### src/rtl/mux_nx1_scan.sv
// mux_nx1_scan
// N-channel, WIDTH-bit registered multiplexer with two modes:
//   mode=0 : manual select via sel
//   mode=1 : auto-scan, DWELL enabled cycles per channel, wrap pulse on rollover
// Outputs are registered one cycle after the sampled inputs and carry the
// channel index and a valid strobe for downstream sampling/display logic.
//
// Optional feature macro: MUX_CH_MASK_EN
//   Adds ch_mask (1 = channel enabled). Scan visits only enabled channels,
//   manual select of a masked channel returns y=0 / y_valid=0, and an all-zero
//   mask in scan mode freezes everything with y_valid=0. Without the macro the
//   block behaves as if every channel were enabled.
//
// FSM states (tracked as mode_q):
//   state      | meaning
//   -----------+---------------------------------------------------------
//   ST_MANUAL  | manual select; scan channel/dwell counters held at zero
//   ST_SCAN    | scanning; cur_ch/dwell_cnt carry the position in the scan

module mux_nx1_scan #(
  parameter int N_CH  = 8,
  parameter int WIDTH = 8,
  parameter int SEL_W = 3,
  parameter int DWELL = 4
) (
  input  logic                  clk,
  input  logic                  rst,
  input  logic [N_CH*WIDTH-1:0] din,
  input  logic [SEL_W-1:0]      sel,
  input  logic                  mode,
  input  logic                  en,
`ifdef MUX_CH_MASK_EN
  input  logic [N_CH-1:0]       ch_mask,
`endif
  output logic [WIDTH-1:0]      y,
  output logic [SEL_W-1:0]      y_ch,
  output logic                  y_valid,
  output logic                  wrap
);

  localparam int DCW = (DWELL > 1) ? $clog2(DWELL) : 1;
  localparam logic [DCW-1:0] DWELL_LAST = DCW'(DWELL - 1);

  typedef enum logic {
    ST_MANUAL = 1'b0,
    ST_SCAN   = 1'b1
  } state_t;

  state_t           state_q;
  state_t           state_d;
  logic             mode_q;

  logic [SEL_W-1:0] cur_ch;
  logic [DCW-1:0]   dwell_cnt;
  // set by an advance whose next index did not increase; reported as wrap
  // on the first sample of the new channel
  logic             wrap_pend;

  logic [N_CH-1:0]  mask_v;
  logic             any_en;
  logic [SEL_W-1:0] first_en;
  logic             entry;
  logic [SEL_W-1:0] eff_ch;
  logic [DCW-1:0]   eff_dwell;
  logic [WIDTH-1:0] scan_data;
  logic [SEL_W-1:0] next_ch;
  logic             adv;
  logic             adv_wrap;
  logic [WIDTH-1:0] man_data;
  logic             man_ok;

  logic [WIDTH-1:0] y_d;
  logic [SEL_W-1:0] y_ch_d;
  logic             y_valid_d;
  logic             wrap_d;
  logic [SEL_W-1:0] cur_ch_d;
  logic [DCW-1:0]   dwell_d;
  logic             wrap_pend_d;

`ifdef MUX_CH_MASK_EN
  assign mask_v = ch_mask;
`else
  assign mask_v = '1;
`endif

  assign mode_q = (state_q == ST_SCAN);
  assign any_en = |mask_v;

  // Lowest enabled channel: where scan starts and where it wraps to
  always_comb begin
    first_en = '0;
    for (int k = N_CH - 1; k >= 0; k--) begin
      if (mask_v[k]) first_en = SEL_W'(k);
    end
  end

  // Effective scan position: the entry cycle restarts from the first channel
  always_comb begin
    entry     = mode && !mode_q;
    eff_ch    = entry ? first_en : cur_ch;
    eff_dwell = entry ? '0 : dwell_cnt;
    adv       = (eff_dwell == DWELL_LAST);
  end

  // Next enabled channel above eff_ch, falling back to the lowest enabled one
  always_comb begin
    logic found_above;
    found_above = 1'b0;
    next_ch     = first_en;
    for (int k = N_CH - 1; k >= 0; k--) begin
      if (mask_v[k] && (SEL_W'(k) > eff_ch)) begin
        next_ch     = SEL_W'(k);
        found_above = 1'b1;
      end
    end
    if (!found_above) next_ch = first_en;
    adv_wrap = (next_ch <= eff_ch);
  end

  // Data selection for both modes; manual hit only for in-range, enabled sel
  always_comb begin
    scan_data = '0;
    man_data  = '0;
    man_ok    = 1'b0;
    for (int k = 0; k < N_CH; k++) begin
      if (SEL_W'(k) == eff_ch) scan_data = din[k*WIDTH +: WIDTH];
      if ((SEL_W'(k) == sel) && mask_v[k]) begin
        man_data = din[k*WIDTH +: WIDTH];
        man_ok   = 1'b1;
      end
    end
  end

  // FSM state register
  always_ff @(posedge clk or posedge rst) begin
    if (rst) state_q <= ST_MANUAL;
    else     state_q <= state_d;
  end

  // FSM next state: follows mode on enabled cycles; an empty mask blocks scan entry
  always_comb begin
    state_d = state_q;
    if (en) begin
      if (!mode)       state_d = ST_MANUAL;
      else if (any_en) state_d = ST_SCAN;
    end
  end

  // FSM outputs: next datapath and counter values
  always_comb begin
    y_d         = y;
    y_ch_d      = y_ch;
    y_valid_d   = 1'b0;
    wrap_d      = 1'b0;
    cur_ch_d    = cur_ch;
    dwell_d     = dwell_cnt;
    wrap_pend_d = wrap_pend;
    if (en) begin
      if (!mode) begin
        y_d         = man_ok ? man_data : '0;
        y_ch_d      = sel;
        y_valid_d   = man_ok;
        cur_ch_d    = '0;
        dwell_d     = '0;
        wrap_pend_d = 1'b0;
      end else if (any_en) begin
        y_d       = scan_data;
        y_ch_d    = eff_ch;
        y_valid_d = 1'b1;
        wrap_d    = !entry && (eff_dwell == '0) && wrap_pend;
        if (adv) begin
          dwell_d     = '0;
          cur_ch_d    = next_ch;
          wrap_pend_d = adv_wrap;
        end else begin
          dwell_d  = eff_dwell + DCW'(1);
          cur_ch_d = eff_ch;
          if (entry) wrap_pend_d = 1'b0;
        end
      end
    end
  end

  // Output and counter registers, cleared asynchronously
  always_ff @(posedge clk or posedge rst) begin
    if (rst) begin
      y         <= '0;
      y_ch      <= '0;
      y_valid   <= 1'b0;
      wrap      <= 1'b0;
      cur_ch    <= '0;
      dwell_cnt <= '0;
      wrap_pend <= 1'b0;
    end else begin
      y         <= y_d;
      y_ch      <= y_ch_d;
      y_valid   <= y_valid_d;
      wrap      <= wrap_d;
      cur_ch    <= cur_ch_d;
      dwell_cnt <= dwell_d;
      wrap_pend <= wrap_pend_d;
    end
  end

endmodule

### config.mk
export PLATFORM = sky130hd
export DESIGN_NAME = mux_nx1_scan
export DESIGN_NICKNAME = d
export VERILOG_FILES = /design/src/rtl/mux_nx1_scan.sv
export SDC_FILE = /design/constraint.sdc
export NUM_CORES = 1
export LEC_CHECK = 0
export ABC_AREA = 1
export CORE_ASPECT_RATIO = 0.5
export CORE_MARGIN = 2
export CORE_UTILIZATION = 40
export CTS_CLUSTER_SIZE = 28
export DETAILED_ROUTE_END_ITERATION = 16
export PLACE_DENSITY = 0.71
export SETUP_SLACK_MARGIN = 0.5
export SKIP_LAST_GASP = 1
export SYNTH_ARGS = -nofsm -noshare
export SYNTH_HDL_FRONTEND = slang
export SYNTH_SLANG_ARGS = --single-unit
### constraint.sdc
create_clock -name clk -period 2 [get_ports clk]
set_input_delay 0.2 -clock clk [delete_from_list [all_inputs] [get_ports clk]]
set_output_delay 0.2 -clock clk [all_outputs]
set_load 0.1 [all_outputs]
==> results <==
- TritonCTS built the clock tree.
- The share of the yosys chip area belonging to registers is 20.9%.
- Data arrives at the worst endpoint at approximately 2000 ps.
- The number of vias per cell after detailed routing is ~5.2.
- The netlist area before placement is between 0.002 and 0.0025 mm2.
- The final critical delay including setup and external delays is roughly 1800 ps.
- The tightest min-delay check is of the primary input to async pin type.
- The total congestion overflow after global routing is 0.
- The tool flagged a number of max-cap violations equal to 0.
- The setup TNS is 0 ps.
- Leaving out fill and tap cells, the most frequent cells in the layout are sky130_fd_sc_hd__nand2_1 (110), sky130_fd_sc_hd__clkdlybuf4s50_1 (67), sky130_fd_sc_hd__inv_1 (62), sky130_fd_sc_hd__buf_4 (62), sky130_fd_sc_hd__a21oi_1 (40).
- Derived from the worst setup path, the maximum achievable clock frequency is roughly 0.54 GHz.
- The data required time of the critical path is around 2200 ps.
- The via count of the first global-routing pass came to 2930.
- The number of pins exceeding their max-slew limit in the final report is 0.
- The net count reported at finish is 623.
- Summing all flip-flop and latch instances after layout gives approximately 500 um2.
- For this design, the sink count on the clock tree is 20.
- The clock buffer count from CTS is 3.
- After detailed routing, the average wire length per cell comes to 14.7 um.
- The leakage power total is 1.92 nW.
- After detailed routing, the number of remaining DRC violations is 0.
- The tree is rooted in a sky130_fd_sc_hd__clkbuf_16.
- Dividing total power by cell area gives a power density of between 400 and 500 mW/mm2.
- CTS built an H-tree with a depth of 1.
- The placed wire-length estimate is a little under 7 mm.
- Of the cells placed in the final design, the portion with a size suffix greater than 1 is between 20% and 30%.
- Counting along the longest clock path gives a buffer depth of 2.
- Synthesis inferred 20 register bits.
- Total power for the finished layout comes to between 1.5 and 2 mW.
- The most frequent standard cell in the layout excluding fill and tap cells is sky130_fd_sc_hd__nand2_1.
- The final number of setup-violating endpoints is 0.
- After layout, the worst path uses between 90 and 100% of the clock period.
- The number of warnings printed during yosys synthesis is 0.
- The x dimension of the die is approximately 110 um.
- The number of buffers added on ports is between 80 and 90.
- The area growth from synthesis to layout is 64.8%.
- Once the floorplan was initialized, standard cells occupied 42.5% of the core.
- The first global-routing pass estimated 14.1 mm of wire.
- Setup repair after global routing could not meet its margin everywhere.
- The cts-stage hold buffer count is 0.
- Synthesis produced a netlist with a net count of slightly below 500.
- The number of different library cells in the post-synthesis netlist is 34.
- The floorplan die height is around 60 um.
- The initial antenna violation count is 0.
- The worst pin sits at a relative slew slack of between 70% and 80%.
- Entering global routing, the biggest net connects 23 pins.
- The first element of the critical path is sel[2].
- Before antenna repair, the detailed router went through 5 iterations.
- The average size of a mapped cell is between 5 and 6 um2.
- In this run the critical register-to-register path is launched from mode_q$_DFFE_PP0P_.
- The worst-case clock skew is 6.84 ps.
- The number of failing hold endpoints at the final stage was 0.
- The clock slew seen by the registers of the worst setup and hold paths is roughly 60 ps.
- After floorplanning, the core was divided into 19 placement rows.
- The critical path's slowest cell is sky130_fd_sc_hd__clkdlybuf4s50_1.
- Synthesis produced between 400 and 500 cells.
- For this run, the total global-route usage over all layers was measured as 26.7%.
- The filler cell count is 510.
- The weighted congestion reported at the end of routability-driven placement is around 0.88.
- The floorplan step defined a core boundary enclosing 0.00563 mm2.
- The worst setup path is captured at a flip-flop.
- The startpoint kind of the worst setup timing path is a primary input.
- The antenna diode instance count is 0.
- The signal on the critical path passes through clkdlybuf4s50_1, inv_1, buf_4, nand3_1, nor2_1, a211oi_1, nand4_1, a21oi_1, a21oi_2.
- The clock reaches the later pin of the worst-skew pair after between 200 and 300 ps.
- The maximum resistive drop on vdd is a little over 0.7 mV.
- The flow ran to the end, and the final reports show no timing, DRC or antenna violations.
- At the pin with the least slew margin, the transition time is 430 ps.
- Along the worst path, the maximum fanout reaches 4.
- The number of top-level pins is 84.
- The count of vias placed by the detailed router is between 3000 and 4000.
- On the worst path, the slowest cell contributes a delay of 500 ps.
- After detailed routing, the total wire length is 9.07 mm.
- The remaining antenna violation count after routing is 0.
- The multi-input combinational cells in the finished layout cover a total of 0.00173 mm2.
- By startpoint and endpoint, the worst setup path is classified as primary input to flip-flop.
- The floorplan step defined a die boundary enclosing approximately 0.0067 mm2.
- The iteration-0 DRC count of the detailed router is 267.
sequential cells by signal (all words and copies together), names as in the netlist:
| name | flops |
|---|---|
| y_valid | 1 |
| dwell_cnt | 2 |
| y | 8 |
| mode_q | 1 |
| wrap | 1 |
| y_ch | 3 |
| wrap_pend | 1 |
| cur_ch | 3 |
critical path, delay by kind of cell:
kind | cells | cell delay, ps
AOI/OAI and AO/OA | 3 | 630
buffers and inverters | 3 | 780
and+or+nand+nor | 3 | 390
per-layer routing:
metal | share of wire [%] | up-vias | global-route usage, %
li1 | - | 1590 | -
met1 | 47 | 1459 | 40.1
met2 | 42 | 144 | 41.2
met3 | 9.5 | 10 | 4.02
met4 | 1.1 | 0 | 5.05
met5 | 0 | - | 0
cell usage after synthesis, drive strengths merged:
| library cell | instances | area, um2 |
|---|---|---|
| a211oi | 1 | 7.51 |
| a21oi | 46 | 241 |
| a22oi | 1 | 7.51 |
| a31oi | 1 | 6.26 |
| buf | 9 | 67.6 |
| clkbuf | 5 | 18.8 |
| dfrtp | 20 | 500 |
| ha | 8 | 100 |
| inv | 73 | 274 |
| nand2 | 122 | 488 |
| nand3 | 30 | 155 |
| nand3b | 1 | 7.51 |
| nand4 | 9 | 56.3 |
| nor2 | 41 | 171 |
| nor3 | 5 | 40.0 |
| o211ai | 4 | 30.0 |
| o21a | 2 | 15.0 |
| o21ai | 26 | 130 |
| o21bai | 1 | 7.51 |
| o221ai | 4 | 35.0 |
| o22ai | 3 | 18.8 |
| or2 | 3 | 18.8 |
kinds of logic after synthesis:
family,Yosys count,synth area share (%)
AO/OA/AOI/OAI,89,20.8
AND/OR/NAND/NOR,211,39.1
adder cells (fa/ha/maj),8,4.18
buffers and inverters,87,15.0
flip-flops,20,20.9
power by group:
group          switching (mW)  total [mW]  internal [mW]
registers              0.0233       0.465          0.442
logic                   0.495       0.795          0.300
clock network           0.155       0.552          0.397
total                   0.674        1.81           1.14
layout make-up:
| type | instances | area share (%) |
|---|---|---|
| clock buffer | 3 | 1.90 |
| clock inverter | 1 | 0.760 |
| inverter | 73 | 7.31 |
| multi-input combinational | 309 | 43.7 |
| sequential | 20 | 12.7 |
| tap | 73 | 2.31 |
| timing repair buffer | 137 | 31.3 |
stage by stage:
stage | worst slack [ps] | instance area [um2] | utilization [%] | hold WS [ps] | cells
after floorplan | 401 | 2490 | - | 164 | 415
final | 162 | 3950 | 70.1 | 264 | 616
after global routing | 40.7 | 3950 | 70.1 | 312 | 616
after detailed placement | -160 | 3670 | 65.1 | 473 | 605
after CTS | 230 | 3860 | 68.5 | 276 | 613
after global placement | -175 | 3670 | 65.1 | 470 | 605
worst paths after layout:
check	to	slack, ps	depth (start not counted)
max in group asynchronous	mode_q$_DFFE_PP0P_	1500	3
min in group clk	y_ch[1]$_DFFE_PP0P_	480	1
setup / recovery	y[0]$_DFFE_PP0P_	160	9
hold reg to reg	y_ch[1]$_DFFE_PP0P_	480	1
hold / removal	y[2]$_DFFE_PP0P_	260	3
setup reg to reg	y[3]$_DFFE_PP0P_	180	15
what timing repair did:
action,4_1_cts,5_1_grt
setup endpoints to repair,12,12
resized for setup,25,19
pin swaps,11,20
cloned,1,0
buffers inserted,3,3
(Power assumes the default switching activity.)
